<file path="config.mk">
export PLATFORM = sky130hd
export DESIGN_NAME = alu_ctrl_issue
export DESIGN_NICKNAME = d
export VERILOG_FILES = /design/src/rtl/alu_ctrl_pkg.sv /design/src/rtl/alu_ctrl_decode.sv /design/src/rtl/alu_ctrl_issue.sv
export SDC_FILE = /design/constraint.sdc
export NUM_CORES = 1
export LEC_CHECK = 0
export CAP_MARGIN = 20
export CORE_AREA = 5 5 42 44
export CTS_BUF_LIST = sky130_fd_sc_hd__clkbuf_16
export DETAILED_ROUTE_END_ITERATION = 6
export DIE_AREA = 0 0 47 49
export PLACE_DENSITY = 0.64
export SETUP_SLACK_MARGIN = 0.15
export SKIP_CTS_REPAIR_TIMING = 1
export SYNTH_ARGS = -nofsm -noshare
export SYNTH_HDL_FRONTEND = slang
export SYNTH_HIERARCHICAL = 1
export SYNTH_SLANG_ARGS = --single-unit
</file>
<file path="constraint.sdc">
create_clock -name clk_i -period 2.8 [get_ports clk_i]
set_input_delay 0.7 -clock clk_i [delete_from_list [all_inputs] [get_ports clk_i]]
set_output_delay 0.7 -clock clk_i [all_outputs]
set_load 0.01 [all_outputs]
</file>
<file path="src/rtl/alu_ctrl_pkg.sv">
// Shared constants for the ALU control issue block:
// ALU control codes, ALUOp classes, funct fields and FSM states.
package alu_ctrl_pkg;

  localparam logic [3:0] CTRL_ADD = 4'b0010;
  localparam logic [3:0] CTRL_SUB = 4'b0110;
  localparam logic [3:0] CTRL_AND = 4'b0000;
  localparam logic [3:0] CTRL_OR  = 4'b0001;
  localparam logic [3:0] CTRL_MUL = 4'b1111;

  localparam logic [1:0] ALUOP_ADD = 2'b00;
  localparam logic [1:0] ALUOP_SUB = 2'b01;
  localparam logic [1:0] ALUOP_R   = 2'b10;
  localparam logic [1:0] ALUOP_I   = 2'b11;

  localparam logic [6:0] F7_BASE = 7'b0000000;
  localparam logic [6:0] F7_ALT  = 7'b0100000;
  localparam logic [6:0] F7_MUL  = 7'b0000001;

  localparam logic [2:0] F3_ADD = 3'b000;
  localparam logic [2:0] F3_AND = 3'b111;
  localparam logic [2:0] F3_OR  = 3'b110;

  localparam logic [1:0] ST_IDLE     = 2'd0;
  localparam logic [1:0] ST_HOLD     = 2'd1;
  localparam logic [1:0] ST_MUL_WAIT = 2'd2;

endpackage

</file>
<file path="src/rtl/alu_ctrl_decode.sv">
// Combinational ALUOp/funct decode to {code, illegal, is_mul}.
// Multiply decodes only when ALU_CTRL_MUL_EN is defined.
module alu_ctrl_decode
  import alu_ctrl_pkg::*;
(
  input  logic [1:0] alu_op_i,
  input  logic [6:0] funct7_i,
  input  logic [2:0] funct3_i,
  output logic [3:0] code_o,
  output logic       illegal_o,
  output logic       is_mul_o
);

  // Map the instruction class and funct fields to an ALU code
  always_comb begin
    code_o    = CTRL_ADD;
    illegal_o = 1'b0;
    is_mul_o  = 1'b0;
    unique case (alu_op_i)
      ALUOP_ADD: code_o = CTRL_ADD;
      ALUOP_SUB: code_o = CTRL_SUB;
      ALUOP_R: begin
        if (funct7_i == F7_BASE && funct3_i == F3_ADD)
          code_o = CTRL_ADD;
        else if (funct7_i == F7_BASE && funct3_i == F3_AND)
          code_o = CTRL_AND;
        else if (funct7_i == F7_BASE && funct3_i == F3_OR)
          code_o = CTRL_OR;
        else if (funct7_i == F7_ALT && funct3_i == F3_ADD)
          code_o = CTRL_SUB;
`ifdef ALU_CTRL_MUL_EN
        else if (funct7_i == F7_MUL && funct3_i == F3_ADD) begin
          code_o   = CTRL_MUL;
          is_mul_o = 1'b1;
        end
`endif
        else
          illegal_o = 1'b1;
      end
      ALUOP_I: begin
        unique case (funct3_i)
          F3_ADD:  code_o = CTRL_ADD;
          F3_AND:  code_o = CTRL_AND;
          F3_OR:   code_o = CTRL_OR;
          default: illegal_o = 1'b1;
        endcase
      end
      default: illegal_o = 1'b1;
    endcase
  end

endmodule

</file>
<file path="src/rtl/alu_ctrl_issue.sv">
// ALU control issue: decode, ID/EX-style hold register, handshake.
// ALU_CTRL_MUL_EN adds the multi-cycle multiply wait path.
module alu_ctrl_issue
  import alu_ctrl_pkg::*;
#(
  parameter int MUL_LAT = 3
) (
  input  logic       clk_i,
  input  logic       rst_i,
  input  logic       valid_i,
  output logic       ready_o,
  input  logic [1:0] ALUOp_i,
  input  logic [6:0] funct7_i,
  input  logic [2:0] funct3_i,
  input  logic       flush_i,
  output logic [3:0] ALUCtrl_o,
  output logic       illegal_o,
  output logic       valid_o,
  input  logic       ready_i
);

  logic [1:0] state_q, state_d;
  logic [3:0] ctrl_q, ctrl_d;
  logic       ill_q, ill_d;
  logic [3:0] dec_code;
  logic       dec_ill;
  logic       dec_mul;
  logic       accept;

`ifdef ALU_CTRL_MUL_EN
  localparam int CW = (MUL_LAT > 1) ? $clog2(MUL_LAT) : 1;
  logic [CW-1:0] cnt_q, cnt_d;
`else
  logic unused_cfg;
  assign unused_cfg = dec_mul | (MUL_LAT == 0);
`endif

  alu_ctrl_decode u_dec (
    .alu_op_i  (ALUOp_i),
    .funct7_i  (funct7_i),
    .funct3_i  (funct3_i),
    .code_o    (dec_code),
    .illegal_o (dec_ill),
    .is_mul_o  (dec_mul)
  );

  assign valid_o   = (state_q == ST_HOLD);
  assign ready_o   = (state_q == ST_IDLE) ||
                     ((state_q == ST_HOLD) && ready_i);
  assign accept    = valid_i && ready_o;
  assign ALUCtrl_o = ctrl_q;
  assign illegal_o = ill_q;

  // Next state: drain, multiply countdown, accept, then flush override
  always_comb begin
    state_d = state_q;
    ctrl_d  = ctrl_q;
    ill_d   = ill_q;
`ifdef ALU_CTRL_MUL_EN
    cnt_d   = cnt_q;
`endif
    if (state_q == ST_HOLD && ready_i)
      state_d = ST_IDLE;
`ifdef ALU_CTRL_MUL_EN
    if (state_q == ST_MUL_WAIT) begin
      cnt_d = cnt_q - CW'(1);
      if (cnt_q == CW'(1))
        state_d = ST_HOLD;
    end
`endif
    if (accept) begin
      ctrl_d  = dec_code;
      ill_d   = dec_ill;
      state_d = ST_HOLD;
`ifdef ALU_CTRL_MUL_EN
      if (dec_mul && MUL_LAT > 1) begin
        state_d = ST_MUL_WAIT;
        cnt_d   = CW'(MUL_LAT - 1);
      end
`endif
    end
    if (flush_i) begin
      state_d = ST_IDLE;
      ctrl_d  = ctrl_q;
      ill_d   = ill_q;
`ifdef ALU_CTRL_MUL_EN
      cnt_d   = '0;
`endif
    end
  end

  // State and output register, synchronous reset
  always_ff @(posedge clk_i) begin
    if (rst_i) begin
      state_q <= ST_IDLE;
      ctrl_q  <= CTRL_ADD;
      ill_q   <= 1'b0;
`ifdef ALU_CTRL_MUL_EN
      cnt_q   <= '0;
`endif
    end else begin
      state_q <= state_d;
      ctrl_q  <= ctrl_d;
      ill_q   <= ill_d;
`ifdef ALU_CTRL_MUL_EN
      cnt_q   <= cnt_d;
`endif
    end
  end

endmodule

</file>
## Word level (Yosys, flattened, before mapping)

Cells that the tools add are included.

- Word-level logic and storage cells: 39
- Register bits after elaboration: 6
- Input port bits: 17

- Bitwise logic cells: 1
- Eq/ne operators: 6
- Reduce and logical (&&, ||, !) cells: 15
- Multiplexer cells: 14

Operators by type and width:

| operator | number |
|---|---|
| case mux 4 bit (4 select lines) | 1 |
| 2-to-1 mux 4 bit | 3 |
| == test 7 x 6 -> 1 bit (second input constant) | 1 |
| zero test 7 bit | 1 |
| 2-to-1 mux 1 bit | 7 |
| == test 3 bit (second input constant) | 2 |
| logical AND 1 bit | 6 |
| == test 2 bit (second input constant) | 2 |
| zero test 2 bit | 2 |
| case mux 2 bit (2 select lines) | 1 |
| zero test 3 bit | 1 |
| 2-to-1 mux 3 bit | 1 |
| OR reduction 3 bit | 1 |
| == test 2 x 1 -> 1 bit (second input constant) | 1 |
| case mux 1 bit (2 select lines) | 1 |
| AND reduction 2 bit | 1 |
| nonzero test 2 bit | 1 |
| OR reduction 2 bit | 1 |
| logical OR 1 bit | 1 |
| inverter 1 bit | 1 |

## Depth between registers and ports, before layout

- Depth in word-level cells: 7
- Mapped depth: 5
- Mapped depth without buffers: 5

## Modules after synthesis

Netlist, hierarchy kept.

Modules (own cells, without submodules):

| module | area an instance (µm²) | cells an instance | times used |
|---|---|---|---|
| alu_ctrl_issue | 276.5 | 27 | 1 |
| alu_ctrl_decode | 131.4 | 19 | 1 |

## Least setup slack after synthesis

No wires, ideal clock.

- Path kind: input-to-output
- From: input port ready_i
- To: output port ready_o
- Stages on the path: 2
- Arrival time: 0.909 ns
- Data required time: 2.100 ns
- Path slack: 1.191 ns
- Path through: nor2b_4 inv_1

- Longest elaborated chain between the ends: 2

Ends and longest elaborated chain:

| element | RTL line | source |
|---|---|---|
| from (decl) | alu_ctrl_issue.sv:19 | `input logic ready_i` |
| logical AND 1 bit | alu_ctrl_issue.sv:49 | `((state_q == ST_HOLD) && ready_i);` |
| logical OR 1 bit | alu_ctrl_issue.sv:48 | `assign ready_o = (state_q == ST_IDLE) \|\|` |
| to (decl) | alu_ctrl_issue.sv:11 | `output logic ready_o,` |

Every way passes these cells.

## Worst setup path after layout

Same ends and word-level chain as after synthesis.

==> results.txt <==
----------------------------------------------------
[Run status]
  Status ... finished clean

[Place]
  Number of cells after detailed placement ... between 80 and 90
  Count of buffers from port buffering ... 23
  Routability congestion estimate from global placement ... 0.736

[Routing]
  Total Wirelength ... 943 µm
  First-pass detailed-route iteration total ... 3
  Remaining design rule violation count ... 0
  Routed wire length per instance ... 11.1 µm
  Number of vias per cell after detailed routing ... 4.55
  Total via count after detailed routing ... slightly below 400
  Antenna-violating nets left ... 0
  DRC marker count from the first detailed-route iteration ... 2

[Floorplanning]
  Die Y ... approximately 49 µm
  Overall die width ... 47 µm
  Area of the die ... approximately 0.0023 mm²
  FP Rows ... 14
  IO Count ... 24
  Core area ... approximately 0.0014 mm²
  Initial standard-cell utilization of the core ... between 20 and 30%

[Min path]
  Hold/Removal Path Class ... reg2reg
  Hold Crit Start ... ALUCtrl_o[3]$_SDFFE_PP0P_

[Yosys]
  Number of instances in the synthesized netlist ... 45
  Avg Inst Size Synth ... approximately 8.9 µm²
  Number of warnings issued by yosys ... 6
  Nets in the synthesized netlist ... between 60 and 70
  Post-synthesis instance area ... between 400 and 500 µm²

[CTS]
  Clk root buf ... clkbuf_16
  Maximum level of the CTS H-tree ... 1
  Source-to-sink clock delay at the later pin of the worst-skew pair ... 0.23 ns
  TritonCTS clock tree ... done
  CTS buffer count ... 3
  Sinks on the clock net ... 6
  Clock-pin slew on the worst setup and hold paths ... around 0.030 ns
  Bufs on Longest Clock Path ... 2

[Setup path]
  Crit Path Category ... in2out
  Required @ worst endpoint ... ~2.1 ns
  Launch point of the critical path ... ready_i
  Arrival time at the worst endpoint ... approximately 1.8 ns
  FF-to-FF Start ... state_q[0]$_SDFFE_PP0P_
  Sort of element at the start of the critical path ... input pin
  Flop-to-flop setup slack ... about 1.7 ns
  Worst Setup End Kind ... primary output
  Top fanout value on the critical path ... 3

[Timing]
  Share of the clock period used by the worst path ... 90.3%
  Setup Viol. Count Final ... 0
  Hold violation count in the final report ... 0
  Highest clock frequency the design can meet ... about 0.40 GHz
  Final setup skew ... around 0.00084 ns
  Pins Over Slew Limit ... 0
  Setup repair after global routing missed its margin ... no
  Final sum of negative setup slack ... 0 ns
  Time the final worst path needs with I/O delays and setup ... 2.53 ns

[Layout]
  Multi-input logic area ... roughly 260 µm²
  Number of diodes ... 0
  P&R area growth vs syn ... 78.4%
  Number of nets in the finished design ... between 80 and 90
  Final non-filler cell total ... 85
  Proportion of layout cells with a drive suffix above 1 ... approximately an eighth
  Fillers ... between 100 and 150
  Fin util ... approximately half
  Sequential cell area ... approximately 120 µm²

[Power]
  Maximum ir drop on the vdd rail ... roughly 0.19 mV
  Pwr Total ... ~0.00038 W
  Static leakage ... between 0.2 and 0.3 nW
  Pwr per Cell Area ... between 500 and 600 mW/mm²
  Reg power frac ... about a quarter
  Internal portion of total power ... 0.000309 W
  Combinational cell fraction of total power ... approximately 15%
  Switching part of the total ... between 10% and 20%
  Switching Power ... 0.0000690 W
  Clock network fraction of total power ... between 60% and 70%

[Global routing]
  Maximum number of pins on one net before global-route repair ... 12
  First-pass GRT wire length ... 1420 µm
  Total global-route track usage ... ~8.6%
  Number of antenna violations at the first check in global routing ... 0
  Overflow left after global routing ... 0
  Number of global-route vias before repair ... 360

[Run]
  Max-capacitance violation count ... 0

----------------------------------------------------
[area by class of cell]
class	count	share of cell area, %
multi-input combinational	35	36.6
inverter	2	1.05
tap	16	2.80
timing repair buffer	23	32.2
clock buffer	3	10.5
sequential	6	16.8
[final timing paths]
kind                                     to  cells after the start
hold reg to reg   ALUCtrl_o[3]$_SDFFE_PP0P_                      2
hold / removal    ALUCtrl_o[3]$_SDFFE_PP0P_                      2
setup reg to reg  ALUCtrl_o[0]$_SDFFE_PP0P_                      3
setup / recovery                    ready_o                      4
[per-stage QoR]
stage / hold WS, ns / area, µm² / setup slack (ns)
2_1_floorplan: 0.493 / 400 / 1.19
3_3_place_gp: 0.459 / 639 / 0.271
3_5_place_dp: 0.464 / 639 / 0.267
4_1_cts: 0.476 / 714 / 0.265
5_1_grt: 0.504 / 714 / 0.231
6_report: 0.469 / 714 / 0.270
[metal layers]
layer,global-route usage (%),wire [µm]
met1,9.61,384
met5,0,0
met3,4.43,126
met2,12.2,419
met4,5.53,12
[registers in the layout, indices dropped and copies added (netlist names)]
register / cells
ALUCtrl_o: 4
illegal_o: 1
state_q: 1
[power groups by stage]
stage | registers [W] | logic [W] | clock network (W)
final | 0.0000902 | 0.0000565 | 0.000231
after global routing | 0.0000906 | 0.0000602 | 0.000239
after CTS | 0.0000902 | 0.0000569 | 0.000236
after detailed placement | 0.0000914 | 0.0000570 | 0
after global placement | 0.0000915 | 0.0000564 | 0
after floorplan | 0.0000927 | 0.0000208 | 0
[cell usage in the layout, fill, tap and decap left out]
cell,count
nor3_2,1
inv_1,2
nor2b_4,1
o2111ai_1,1
nor2_1,3
nor2_2,3
nand4_1,1
dfxtp_1,6
nor3_1,1
clkbuf_16,3
mux2i_1,5
o22ai_1,1
clkdlybuf4s50_1,23
conb_1,1
and4b_1,2
nand2b_1,9
nand3_1,1
a31oi_1,2
nor3b_4,1
o21a_1,2
[critical path: stages]
cell	delay (ns)
clkdlybuf4s50_1	0.50
nor2b_4	0.06
inv_1	0.05
clkdlybuf4s50_1	0.52
No activity file was read; power rests on OpenSTA's default activity.
